$ cat config.mk
export PLATFORM = sky130hd
export DESIGN_NAME = hazard_ctrl
export DESIGN_NICKNAME = d
export VERILOG_FILES = /design/src/rtl/hazard_ctrl.sv
export SDC_FILE = /design/constraint.sdc
export NUM_CORES = 1
export LEC_CHECK = 0
export ABC_AREA = 1
export BUFFER_PORTS_ARGS = -buffer_cell sky130_fd_sc_hd__buf_2
export CAP_MARGIN = 10
export CORE_MARGIN = 4
export CORE_UTILIZATION = 30
export CTS_BUF_LIST = sky130_fd_sc_hd__clkbuf_2
export CTS_CLUSTER_SIZE = 28
export DETAILED_ROUTE_END_ITERATION = 10
export MAX_ROUTING_LAYER = met4
export PLACE_DENSITY = 0.52
export SYNTH_ARGS = -nofsm -noshare
export SYNTH_HDL_FRONTEND = slang
export SYNTH_SLANG_ARGS = --single-unit
$ cat constraint.sdc
create_clock -name clk -period 2 [get_ports clk]
set_clock_uncertainty 0.2 [all_clocks]
set_input_delay 0.1 -clock clk [delete_from_list [all_inputs] [get_ports clk]]
set_output_delay 0.1 -clock clk [all_outputs]
set_load 0.1 [all_outputs]
$ cat src/rtl/hazard_ctrl.sv
// ---------------------------------------------------------------------------
// hazard_ctrl -- pipeline controller for the 5-stage RV32I core.
//
// Drives hold/clear controls for the F/D, D/E, E/M and M/W stage registers
// and the E-stage ALU operand forwarding selects. Handles load-use bubbles,
// taken-branch/jump redirects and multi-cycle data-memory waits. A watchdog
// moves to a sticky FAULT state when a memory access waits too long.
//
// Optional feature macro: HAZARD_PERF_EN (adds StallCnt/FlushCnt/WaitCnt).
//
// Ports:
//   clk, rst                clock (rising edge), async reset active-low
//   Rs1D, Rs2D              source regs of instruction in D
//   Rs1E, Rs2E, RdE         source/dest regs of instruction in E
//   ResultSrcE0             instruction in E is a load
//   PCSrcE                  branch taken / jump resolved in E
//   RdM, RdW                dest regs in M and W
//   RegWriteM, RegWriteW    write enables in M and W
//   MemReqM, MemAckM        data-memory request / completion in M
//   StallF/D/E/M            hold stage register
//   FlushD, FlushE          synchronous clear of D and E stage registers
//   ForwardAE, ForwardBE    00 regfile, 01 W result, 10 M ALU result
//   Fault                   sticky memory-timeout flag
//   StallCnt/FlushCnt/WaitCnt  saturating perf counters (HAZARD_PERF_EN)
// ---------------------------------------------------------------------------
module hazard_ctrl #(
    parameter int REG_ADDR_WIDTH = 5,
    parameter int MEM_TIMEOUT    = 16,
    parameter int CNT_WIDTH      = 32
) (
    input  logic                      clk,
    input  logic                      rst,
    input  logic [REG_ADDR_WIDTH-1:0] Rs1D,
    input  logic [REG_ADDR_WIDTH-1:0] Rs2D,
    input  logic [REG_ADDR_WIDTH-1:0] Rs1E,
    input  logic [REG_ADDR_WIDTH-1:0] Rs2E,
    input  logic [REG_ADDR_WIDTH-1:0] RdE,
    input  logic                      ResultSrcE0,
    input  logic                      PCSrcE,
    input  logic [REG_ADDR_WIDTH-1:0] RdM,
    input  logic [REG_ADDR_WIDTH-1:0] RdW,
    input  logic                      RegWriteM,
    input  logic                      RegWriteW,
    input  logic                      MemReqM,
    input  logic                      MemAckM,
    output logic                      StallF,
    output logic                      StallD,
    output logic                      StallE,
    output logic                      StallM,
    output logic                      FlushD,
    output logic                      FlushE,
    output logic [1:0]                ForwardAE,
    output logic [1:0]                ForwardBE,
    output logic                      Fault
`ifdef HAZARD_PERF_EN
    ,
    output logic [CNT_WIDTH-1:0]      StallCnt,
    output logic [CNT_WIDTH-1:0]      FlushCnt,
    output logic [CNT_WIDTH-1:0]      WaitCnt
`endif
);

    localparam logic [1:0] S_RUN   = 2'd0;
    localparam logic [1:0] S_WAIT  = 2'd1;
    localparam logic [1:0] S_FAULT = 2'd2;

    logic [1:0] state, state_nxt;
    logic [7:0] wcnt, wcnt_nxt;

    logic lw_stall, mem_wait;
    logic run_rules;         // this cycle is resolved by the RUN priority rules
    logic bubble, br_flush;  // which RUN rule fired (feeds perf counters)

    // M has priority over W; x0 is never forwarded.
    function automatic logic [1:0] fwd_sel(input logic [REG_ADDR_WIDTH-1:0] rs);
        if (RegWriteM && RdM != '0 && RdM == rs)      return 2'b10;
        else if (RegWriteW && RdW != '0 && RdW == rs) return 2'b01;
        else                                          return 2'b00;
    endfunction

    assign lw_stall = ResultSrcE0 && (RdE != '0) && (RdE == Rs1D || RdE == Rs2D);
    assign mem_wait = MemReqM && !MemAckM;

    always_comb begin
        StallF    = 1'b0;
        StallD    = 1'b0;
        StallE    = 1'b0;
        StallM    = 1'b0;
        FlushD    = 1'b0;
        FlushE    = 1'b0;
        ForwardAE = fwd_sel(Rs1E);
        ForwardBE = fwd_sel(Rs2E);
        state_nxt = state;
        wcnt_nxt  = wcnt;
        run_rules = 1'b0;
        bubble    = 1'b0;
        br_flush  = 1'b0;

        case (state)
            S_FAULT: begin
                {StallF, StallD, StallE, StallM} = 4'b1111;
            end
            S_WAIT: begin
                if (mem_wait) begin
                    // A pending PCSrcE stays in the frozen E register.
                    {StallF, StallD, StallE, StallM} = 4'b1111;
                    wcnt_nxt = wcnt + 8'd1;
                    if (wcnt == 8'(MEM_TIMEOUT - 1)) state_nxt = S_FAULT;
                end else begin
                    // Ack cycle resolves with RUN rules immediately.
                    run_rules = 1'b1;
                    state_nxt = S_RUN;
                    wcnt_nxt  = 8'd0;
                end
            end
            default: run_rules = 1'b1;
        endcase

        if (run_rules) begin
            if (mem_wait) begin
                {StallF, StallD, StallE, StallM} = 4'b1111;
                state_nxt = S_WAIT;
                wcnt_nxt  = 8'd1;
            end else if (PCSrcE) begin
                // Redirect wins over load-use: the D instruction is discarded.
                FlushD   = 1'b1;
                FlushE   = 1'b1;
                br_flush = 1'b1;
            end else if (lw_stall) begin
                StallF = 1'b1;
                StallD = 1'b1;
                FlushE = 1'b1;
                bubble = 1'b1;
            end
        end

        // Reset holds the pipeline cleared, not frozen.
        if (!rst) begin
            {StallF, StallD, StallE, StallM} = 4'b0000;
            FlushD    = 1'b1;
            FlushE    = 1'b1;
            ForwardAE = 2'b00;
            ForwardBE = 2'b00;
            bubble    = 1'b0;
            br_flush  = 1'b0;
        end
    end

    assign Fault = (state == S_FAULT);

    always_ff @(posedge clk or negedge rst) begin
        if (!rst) begin
            state <= S_RUN;
            wcnt  <= 8'd0;
        end else begin
            state <= state_nxt;
            wcnt  <= wcnt_nxt;
        end
    end

`ifdef HAZARD_PERF_EN
    always_ff @(posedge clk or negedge rst) begin
        if (!rst) begin
            StallCnt <= '0;
            FlushCnt <= '0;
            WaitCnt  <= '0;
        end else begin
            if (bubble && StallCnt != '1)            StallCnt <= StallCnt + 1'b1;
            if (br_flush && FlushCnt != '1)          FlushCnt <= FlushCnt + 1'b1;
            if (state == S_WAIT && WaitCnt != '1)    WaitCnt  <= WaitCnt + 1'b1;
        end
    end
`endif

endmodule

Word level (Yosys, flattened, before mapping)
Index checks and enable logic that the tools add are counted.
Operators by class
  muxes and demuxes: 36
  equal/unequal tests: 9
  reduce and logical (&&, ||, !) cells: 14
  $add $sub $neg: 1
Operators with widths (number)
  two-way mux 8 bit: 4
  equality test 5 bit: 6
  two-way mux 1 bit: 21
  two-way mux 2 bit: 9
  nonzero test 5 bit: 3
  logical AND 1 bit: 9
  adder 8 x 1 -> 8 bit, second input constant: 1
  equality test 8 x 4 -> 1 bit, second input constant: 1
  case mux 1 bit (2 select lines): 2
  equality test 2 x 1 -> 1 bit, second input constant: 1
  equality test 2 bit, second input constant: 1
  logical NOT 1 bit: 1
  logical OR 1 bit: 1
Word-level totals
  register bits after elaboration: 10
  output and inout port bits: 11
  input port bits: 43
  word-level logic and storage cells: 62

Logic depth before layout (Yosys ltp)
Gate-level depths: netlist (run 1).
  word-level depth: 9
  mapped depth: 9
  depth with buffers taken out: 8

Least setup slack after synthesis (run 1)
Ideal clock, no wire load.
  path type: register to output
  from: register state[0]
  to: output StallF
  buffers on the path: 1
  cell stages (with the launch flop): 8
  data arrival time: 3729 ps
  data required time: 1700 ps
  slack: -2029 ps
  path through: dfrtp_1 -> inv_1 -> ha_1 -> inv_1 -> a21oi_1 -> nor2_1 -> a21oi_1 -> buf_4
Between the ends
  cells in the longest elaborated chain, start to end: 7
  elaborated cells on any way between the ends: 9
  classes of those cells: 2 x eq/ne; 7 x mux
Ends and longest elaborated chain
  from (decl): line 67  | logic [1:0] state, state_nxt;
  from (signal assigned): line 156  | state <= state_nxt;
  equality test 2 bit *
  named net Fault: line 54  | output logic Fault
  case mux 1 bit (2 select lines): line 99  | case (state)
  two-way mux 1 bit: line 129  | end else if (lw_stall) begin
  two-way mux 1 bit: line 124  | end else if (PCSrcE) begin
  two-way mux 1 bit: line 120  | if (mem_wait) begin
  two-way mux 1 bit *: line 119  | if (run_rules) begin
  two-way mux 1 bit *: line 138  | if (!rst) begin
  to (decl): line 46  | output logic StallF,
The timed path passes the listed nets; every way through them passes the cells marked *.

Final worst setup path (run 1)
  from: register state[1]
  to: output StallD
Between the ends
  cells in the longest elaborated chain, start to end: 7
  elaborated cells on any way between the ends: 9
  classes of those cells: 2 x eq/ne; 7 x mux
Ends and longest elaborated chain
  equality test 2 x 1 -> 1 bit / equality test 2 bit (equally long branches): line 99
  case mux 1 bit (2 select lines): line 99
  two-way mux 1 bit: line 129
  two-way mux 1 bit: line 124
  two-way mux 1 bit: line 120
  two-way mux 1 bit *: line 119
  two-way mux 1 bit *: line 138
  to (decl): line 47  | output logic StallD,
Every way passes the cells marked *; elsewhere a longest branch is shown, timed or not.

==> flow_metrics.py, run 1 <==
metrics = {
    "power": {
        "peakVddDrop_mv": 0.311,
        "p_sw_uw": 460,
        "p_per_area_mw_per_mm2": 526,
        "p_int_uw": 533,
        "p_leak_uw": 0.000932,
        "p_comb_frac": 0.629,
        "p_clk_frac": 0.115,
        "switching_share": 0.463,
        "seq_power_share": 0.256,
        "total_power_uw": 993,
    },
    "logic_synthesis": {
        "syn_inst": 189,
        "yosysUniqueCellTypes": 26,
        "muxShareOfSynthArea": 0,
        "synthAdderAreaFrac": 0.0324,
        "synth_warnings": 0,
        "synth-simple-area-share": 0.332,
        "synth_xor_area_frac": 0.121,
        "syn_area_per_cell_um2": 6.14,
        "synth_top_family_by_area": "simple AND/OR/NAND/NOR gates",
        "yosys-top-cells-area": "dfrtp_1 22%, nand2_1 16%, inv_1 11%",
        "synth-seq-cells": 10,
        "synth_top_area_cell": "dfrtp_1",
        "synth-compound-area-share": 0.169,
        "synth_fp_nets": 235,
        "synth_seq_area_share": 0.216,
        "yosysTopAreaCellShare": 0.216,
        "synth_area_mm2": 0.00116,
    },
    "die": {
        "die_x_um": 70.2,
        "coreArea_mm2": 0.00369,
        "die_y_um": 70.2,
        "die-area_mm2": 0.00493,
        "ios": 54,
        "start_util": 0.314,
        "rows": 22,
    },
    "sta": {
        "tightest_slew_ps": 490,
        "min_period_ps": 2040,
        "final_max_slew_viol_count": 0,
        "slew_headroom": 0.675,
        "post-route-period-util": 1.02,
        "worst_slack_ps": -35.7,
        "clock.fmax_ghz": 0.491,
        "holdWs_ps": 24.0,
        "final-hold-violation-count": 0,
        "rsz0062_at_grt": "yes",
        "setup_viol": 2,
    },
    "setup_path": {
        "required_ps": 1700,
        "startpoint_type": "flop",
        "cp-end-kind": "primary output",
        "cp_cell_sequence": "inv_2, ha_4, o21ai_4, nor2_2, nand3_2, a21oi_4, buf_12",
        "crit_arrival_ps": 1740,
        "cp_slowest_cell": "dfrtp_1",
        "cp_max_fo": 4,
        "worstSetupPathType": "reg2out",
        "max_stage_delay_ps": 440,
    },
    "routing": {
        "first_iter_violations": 14,
        "finalWirelength_mm": 3.34,
        "wl_per_cell_um": 10.9,
        "viasPerCell": 4.52,
        "firstDrtPassIters": 2,
        "drcViolationCount": 0,
        "ant_nets": 0,
        "vias": 1387,
    },
    "status": {
        "violations": "negative setup slack",
        "status": "finished, violations left",
    },
    "finish": {
        "syn2layout_area_growth_pct": 62.7,
        "layout.cells.most_common": "nand2_1",
        "final_cell_mix": "50 x nand2_1, 43 x buf_2, 29 x inv_1, 13 x nor2_1, 13 x buf_4",
        "antenna_cells": 0,
        "seq_area_um2": 251,
        "fill_cells": 396,
        "drive_above_1_share": 0.371,
        "layout.nets": 306,
        "multi_input_comb_area_um2": 900,
    },
    "clock_tree": {
        "worstSkewPairLatency_ps": 260,
        "clock_sinks": 10,
        "ctsLongestPathBuffers": 2,
        "cts_buffers": 3,
        "htreeDepth": 1,
        "root_buffer": "clkbuf_2",
        "cts_tree": "yes",
        "cts.clk_slew.worst_paths_ps": 100,
    },
    "grt": {
        "antenna_found_initial": 0,
        "grt_use_total": 0.135,
        "grt_max_degree": 12,
        "grt_pass1_wl_mm": 5.38,
        "gr-total-overflow": 0,
        "grt_pass1_vias": 1267,
    },
    "place": {
        "place_congestion": 0.827,
        "dp_hpwl_mm": 2.71,
        "io_buffers": 53,
    },
    "run": {
        "cap_violations": 0,
    },
    "worst_hold_path": {
        "min_path_type": "in2reg",
    },
}
## layer usage
| metal | global-route usage | share of wire | vias up | routed length, um |
|---|---|---|---|---|
| li1 | - | - | 747 | - |
| met1 | 0.166 | 0.44 | 608 | 1460 |
| met2 | 0.227 | 0.51 | 25 | 1700 |
| met3 | 0.0158 | 0.036 | 7 | 120 |
| met4 | 0.0489 | 0.015 | 0 | 51 |
| met5 | - | 0 | - | 0 |
## kinds of logic (layout without fill, tap and decap cells)
| logic type | after synthesis | count (layout) |
|---|---|---|
| and+or+nand+nor | 89 | 89 |
| buffers and inverters | 38 | 108 |
| AOI/OAI and AO/OA | 33 | 33 |
| xor gates and xnor gates | 16 | 16 |
| DFF | 10 | 10 |
| adders and majority gates | 3 | 3 |
## critical path: cells and delay by family (launching register included)
kind	cells	cell delay, ps
simple gates	2	240
compound gates	2	310
buf+inv	2	290
fa+ha+maj	1	190
flops	1	440
## flip-flops by register name, summed over array words and instances, names as in the netlist
signal / cells
state: 2
wcnt: 8
## worst paths after layout
kind	from	end	slack [ps]	depth (start not counted)
max	state[1]	StallD	-40	7
min	MemAckM	wcnt[0]	20	4
max reg2reg	state[1]	state[1]	130	9
min reg2reg	wcnt[0]	wcnt[0]	340	1
max in group asynchronous	rst	state[0]	1270	3
min in group asynchronous	rst	wcnt[2]	150	3
## final cells by class
cell class | count | area share
inverter | 36 | 0.0749
tap | 48 | 0.0318
multi-input combinational | 141 | 0.477
sequential | 10 | 0.133
clock inverter | 1 | 0.00199
timing repair buffer | 68 | 0.273
clock buffer | 3 | 0.00796
## through the flow
step	TNS [ps]	setup slack [ps]	area (um2)	utilization	cells
2_1_floorplan	-742	-290	1290	-	189
3_3_place_gp	0	186	1720	0.466	291
3_5_place_dp	0	167	1720	0.466	291
4_1_cts	-101	-50.6	1780	0.482	298
5_1_grt	-355	-146	1890	0.512	307
6_report	-71.1	-35.7	1890	0.512	307
## power groups by stage
stage | Clock [uW] | Combinational [uW] | Sequential [uW]
3_5_place_dp | 0 | 530 | 255
5_1_grt | 137 | 677 | 258
6_report | 115 | 624 | 254
4_1_cts | 120 | 564 | 256
2_1_floorplan | 0 | 372 | 250
3_3_place_gp | 0 | 534 | 254
## Yosys cell counts, drive strengths merged
cell type,count
nand2,51
inv,36
nor2,19
o21ai,12
xnor2,12
a21oi,11
dfrtp,10
nand3,7
nor3,7
nand4,4
xor2,4
a211oi,3
ha,3
buf,2
o22ai,2
a221oi,1
a22oi,1
nor4,1
o2111ai,1
o211ai,1
o21bai,1
## what timing repair did
| item | 4_1_cts | 5_1_grt |
|---|---|---|
| pin swaps | 5 | 11 |
| gates resized for setup | 3 | 11 |
| buffers inserted | 2 | 8 |
| setup endpoints to repair | 4 | 7 |
| endpoints found under the hold margin | 10 | 1 |
| hold buffers | 1 | 1 |
No activity file was read; power rests on OpenSTA's default activity.
==> run 2, diff against run 1 <==
--- a/config.mk
+++ b/config.mk
@@ -10,7 +10,6 @@
 export CAP_MARGIN = 10
 export CORE_MARGIN = 4
 export CORE_UTILIZATION = 30
-export CTS_BUF_LIST = sky130_fd_sc_hd__clkbuf_2
 export CTS_CLUSTER_SIZE = 28
 export DETAILED_ROUTE_END_ITERATION = 10
 export MAX_ROUTING_LAYER = met4
==> run 2 against run 1 <==
Effect of this change:
- the flow now finishes without violations
- die area did not move
- register-to-register slack improved by 260 ps
- sequential power rose by 2%
- critical path type unchanged
==> flow_metrics.py, run 2 (same netlist as run 1, synthesis figures left out) <==
metrics = {
    "status": {
        "status": "finished clean",
    },
    "finish": {
        "fin_cells": 300,
        "fin_area_mm2": 0.00186,
        "layout.nets": 299,
        "reg_top3": "wcnt (8), state (2)",
        "antenna_cells": 0,
        "final_cell_mix": "50 x nand2_1, 43 x buf_2, 29 x inv_1, 13 x nor2_1, 12 x xnor2_1",
        "fill_cells": 394,
        "syn2layout_area_growth_pct": 60.0,
        "drive_above_1_share": 0.361,
        "top_register": "wcnt",
        "largest_reg_flops": 8,
        "layout.cells.most_common": "nand2_1",
    },
    "place": {
        "place_congestion": 0.827,
        "io_buffers": 53,
        "placed_cells": 291,
        "dp_hpwl_mm": 2.71,
        "dpl_cell_area_mm2": 0.00172,
        "dp_slack_ps": 167,
    },
    "sta": {
        "clock.fmax_ghz": 0.504,
        "final_max_slew_viol_count": 0,
        "slew_headroom": 0.676,
        "post-route-period-util": 0.991,
        "rsz0062_at_grt": "yes",
        "tightest_slew_ps": 490,
        "min_period_ps": 1980,
        "worst_slack_ps": 17.3,
        "setup_viol": 0,
        "final-hold-violation-count": 0,
    },
    "routing": {
        "viasPerCell": 4.49,
        "finalWirelength_mm": 3.26,
        "drcViolationCount": 0,
        "wl_per_cell_um": 10.9,
        "vias": 1347,
        "first_iter_violations": 18,
        "firstDrtPassIters": 2,
        "ant_nets": 0,
    },
    "grt": {
        "grt_pass1_vias": 1249,
        "grt_use_total": 0.135,
        "grt_max_degree": 12,
        "gr-total-overflow": 0,
        "antenna_found_initial": 0,
        "grt_pass1_wl_mm": 5.35,
    },
    "die": {
        "die_y_um": 70.2,
        "die_x_um": 70.2,
        "die-area_mm2": 0.00493,
        "rows": 22,
        "start_util": 0.314,
        "coreArea_mm2": 0.00369,
        "ios": 54,
    },
    "power": {
        "p_per_area_mw_per_mm2": 587,
        "p_leak_uw": 0.000908,
        "p_int_uw": 632,
        "p_comb_frac": 0.527,
        "p_clk_frac": 0.235,
        "seq_power_share": 0.238,
        "peakVddDrop_mv": 0.556,
        "switching_share": 0.419,
        "p_sw_uw": 456,
    },
    "setup_path": {
        "cp_slowest_cell": "dfrtp_2",
        "cp_cell_sequence": "inv_2, ha_4, inv_4, o21ai_4, nor2_2, nand3_2, a21oi_4, buf_12",
        "required_ps": 1700,
        "startpoint_type": "flop",
        "path_buf_inv": 3,
        "max_stage_delay_ps": 400,
        "crit_arrival_ps": 1680,
        "cpLargestDelayFamily": "flip-flops",
        "worstSetupPathType": "reg2out",
        "cp-end-kind": "primary output",
        "cp_max_fo": 3,
    },
    "clock_tree": {
        "cts_tree": "yes",
        "ctsLongestPathBuffers": 2,
        "htreeDepth": 1,
        "cts.clk_slew.worst_paths_ps": 50,
        "clock_sinks": 10,
        "cts_buffers": 3,
        "worstSkewPairLatency_ps": 240,
        "root_buffer": "clkbuf_8",
    },
    "worst_hold_path": {
        "min_path_type": "in2reg",
    },
    "run": {
        "cap_violations": 0,
    },
}
-- run 2: cell type report --
type / count / area, um2 / share of cell area
timing repair buffer: 61 / 453 / 0.244
multi-input combinational: 141 / 895 / 0.482
clock buffer: 4 / 55.1 / 0.0297
inverter: 36 / 141 / 0.0762
tap: 48 / 60.1 / 0.0324
sequential: 10 / 251 / 0.136
-- run 2: routing by layer --
layer | vias to the layer above | global-route usage | part of all wire
met2 | 25 | 0.226 | 0.49
li1 | 733 | - | -
met5 | - | - | 0
met1 | 582 | 0.166 | 0.45
met4 | 0 | 0.0553 | 0.019
met3 | 7 | 0.0158 | 0.039
-- run 2: timing repair --
item	in CTS	in global routing
hold buffers	1	0
setup endpoints to repair	4	6
pin swaps	5	6
gates resized for setup	3	7
buffers inserted	2	2
endpoints found under the hold margin	10	0
-- run 2: power by group through the flow --
stage / Clock, uW / Sequential (uW) / Combinational, uW
final: 255 / 259 / 574
after global routing: 275 / 263 / 628
after CTS: 263 / 257 / 564
after detailed placement: 0 / 255 / 530
after global placement: 0 / 254 / 534
after floorplan: 0 / 250 / 372
-- run 2: worst register-to-register path, stage by stage, from the launching register on --
cell and delay (ps):
dfrtp_1 420, inv_2 70, ha_4 190, nor3_4 210, buf_4 190, inv_1 70, o211ai_1 80, nand2_1 70
-- run 2: path summary, 6_finish.rpt --
path | from | to | cells past startpoint | slack [ps]
max | state[0] | StallD | 8 | 20
min | MemAckM | state[1] | 4 | 50
max reg2reg | state[1] | state[1] | 7 | 390
min reg2reg | wcnt[0] | wcnt[0] | 1 | 320
max in group asynchronous | rst | state[0] | 3 | 1230
min in group asynchronous | rst | wcnt[2] | 3 | 190
-- run 2: per-stage QoR --
step,hold WS (ps),util,setup TNS [ps],power [uW]
floorplan,-396,-,-742,621
global placement,-90.8,0.466,0,788
detailed placement,-85.8,0.466,0,784
CTS,54.2,0.492,-2.60,1080
global route,69.3,0.503,-124,1170
finish,52.5,0.503,0,1090
==> run 3, diff against run 2 <==
--- a/config.mk
+++ b/config.mk
@@ -8,6 +8,7 @@
 export ABC_AREA = 1
 export BUFFER_PORTS_ARGS = -buffer_cell sky130_fd_sc_hd__buf_2
 export CAP_MARGIN = 10
+export CORE_ASPECT_RATIO = 0.8
 export CORE_MARGIN = 4
 export CORE_UTILIZATION = 30
 export CTS_CLUSTER_SIZE = 28
==> run 3 against run 2 <==
Effect of this change:
- register-to-register slack about the same
- non-clock buffer count down 2
- final cell count down 2.7%
- combinational power down 3%
- critical path type unchanged
- largest power group unchanged
==> flow_metrics.py, run 3 (same netlist as run 1, synthesis figures left out) <==
metrics = {
    "routing": {
        "first_iter_violations": 21,
        "wl_met1_mm": 1.56,
        "wl_met2_mm": 1.35,
        "finalWirelength_mm": 3.16,
        "wl_per_cell_um": 10.8,
        "viasPerCell": 4.62,
        "vias": 1349,
        "met3_length_um": 225,
        "ant_nets": 0,
        "drcViolationCount": 0,
        "firstDrtPassIters": 4,
        "top_layer": "met4",
    },
    "die": {
        "die-area_mm2": 0.00493,
        "start_util": 0.325,
        "die_y_um": 63.6,
        "coreArea_mm2": 0.00357,
        "ios": 54,
        "die_x_um": 77.5,
        "rows": 19,
    },
    "setup_path": {
        "cp_max_fo": 3,
        "timing.rr.end": "state[1]",
        "cp-startpoint": "state[0]",
        "r2r_cells": 7,
        "startpoint_type": "flop",
        "crit_arrival_ps": 1660,
        "cp_cell_sequence": "inv_2, ha_4, inv_4, o21ai_4, nor2_2, nand3_2, a21oi_4, buf_12",
        "cp-end-kind": "primary output",
        "required_ps": 1700,
        "path_buf_inv": 3,
        "cpLargestDelayFamily": "flip-flops",
        "r2r_start": "state[1]",
        "max_stage_delay_ps": 420,
        "rrSetupSlack_ps": 390,
        "cp_slowest_cell": "dfrtp_1",
        "worstSetupPathType": "reg2out",
        "worstSetupPathDepth": 8,
        "endpoint": "StallD",
    },
    "power": {
        "p_comb_frac": 0.522,
        "p_leak_uw": 0.000902,
        "p_sw_uw": 447,
        "p_per_area_mw_per_mm2": 588,
        "p_clk_frac": 0.238,
        "seq_power_share": 0.240,
        "switching_share": 0.418,
        "peakVddDrop_mv": 0.461,
        "p_int_uw": 621,
    },
    "place": {
        "dp_hpwl_mm": 2.72,
        "place_congestion": 0.854,
        "io_buffers": 53,
        "dp_slack_ps": 176,
        "placed_cells": 285,
    },
    "finish": {
        "final_cell_mix": "50 x nand2_1, 45 x buf_2, 30 x inv_1, 13 x nor2_1, 12 x xnor2_1",
        "syn2layout_area_growth_pct": 56.6,
        "fin_cells": 292,
        "fill_cells": 372,
        "layout.cells.most_common": "nand2_1",
        "drive_above_1_share": 0.352,
        "layout.nets": 297,
        "largest_reg_flops": 8,
        "antenna_cells": 0,
        "top_register": "wcnt",
        "reg_top3": "wcnt (8), state (2)",
    },
    "grt": {
        "grt_pass1_wl_mm": 5.14,
        "gr-total-overflow": 0,
        "grt_pass1_vias": 1186,
        "grt_use_total": 0.132,
        "grt_max_degree": 12,
        "antenna_found_initial": 0,
    },
    "clock_tree": {
        "cts_tree": "yes",
        "ctsLongestPathBuffers": 2,
        "htreeDepth": 1,
        "root_buffer": "clkbuf_8",
        "cts.clk_slew.worst_paths_ps": 50,
        "cts_buffers": 3,
        "worstSkewPairLatency_ps": 230,
        "clock_sinks": 10,
    },
    "status": {
        "status": "finished clean",
    },
    "sta": {
        "tightest_slew_ps": 492,
        "min_period_ps": 1960,
        "final_max_slew_viol_count": 0,
        "setup_viol": 0,
        "slew_headroom": 0.674,
        "clock.fmax_ghz": 0.509,
        "post-route-period-util": 0.982,
        "worst_slack_ps": 35.7,
        "final-hold-violation-count": 0,
        "rsz0062_at_grt": "yes",
    },
    "run": {
        "cap_violations": 0,
    },
    "worst_hold_path": {
        "min_path_type": "in2reg",
    },
}
run 3: timing repair:
| action | CTS | global route |
|---|---|---|
| setup endpoints to repair | 4 | 4 |
| hold endpoints to repair | 10 | 0 |
| pin swaps | 1 | 2 |
| buffers inserted | 1 | 1 |
| resized for setup | 2 | 4 |
| hold buffers | 1 | 0 |
run 3: metal layers:
metal	track usage	vias to the layer above
li1	-	730
met1	0.170	581
met2	0.208	36
met3	0.0427	2
met4	0.0200	0
met5	-	-
run 3: layout make-up:
| type | instances | area [um2] | share of cell area |
|---|---|---|---|
| Sequential cell | 10 | 251 | 0.138 |
| Inverter | 36 | 138 | 0.0758 |
| Clock buffer | 4 | 55.1 | 0.0303 |
| Tap cell | 42 | 52.6 | 0.0289 |
| Timing Repair Buffer | 59 | 433 | 0.238 |
| Multi-Input combinational cell | 141 | 887 | 0.488 |
run 3: how the worst min path moves through the flow:
stage | slack [ps] | cells after the start | start | end
2_1_floorplan | -400 | 0 | rst | state[0]
3_3_place_gp | -100 | 2 | rst | wcnt[4]
3_5_place_dp | -110 | 2 | rst | wcnt[2]
4_1_cts | 1 | 4 | MemAckM | wcnt[0]
5_1_grt | 50 | 4 | MemAckM | wcnt[0]
6_report | 10 | 4 | MemAckM | wcnt[0]
run 3: power by group through the flow:
stage          logic, uW  clock network (uW)  registers, uW
2_1_floorplan        372                   0            250
3_3_place_gp         533                   0            255
3_5_place_dp         529                   0            254
4_1_cts              556                 262            256
5_1_grt              605                 277            260
6_report             558                 254            256
run 3: worst reg2reg max path, cell delays in order (launching register included):
cell,delay (ps)
dfrtp_2,400
inv_2,60
ha_4,190
nor3_4,210
buf_4,190
inv_1,90
o211ai_1,100
nand2_1,70
run 3: stage by stage:
stage	total power, uW	TNS (ps)	cell area, um2	util	hold slack [ps]
final	1070	0	1820	0.509	10.3
after global routing	1140	-106	1820	0.509	45.4
after CTS	1070	0	1800	0.504	1.24
after detailed placement	783	0	1710	0.480	-112
after global placement	788	0	1710	0.480	-96.9
after floorplan	621	-742	1290	-	-396
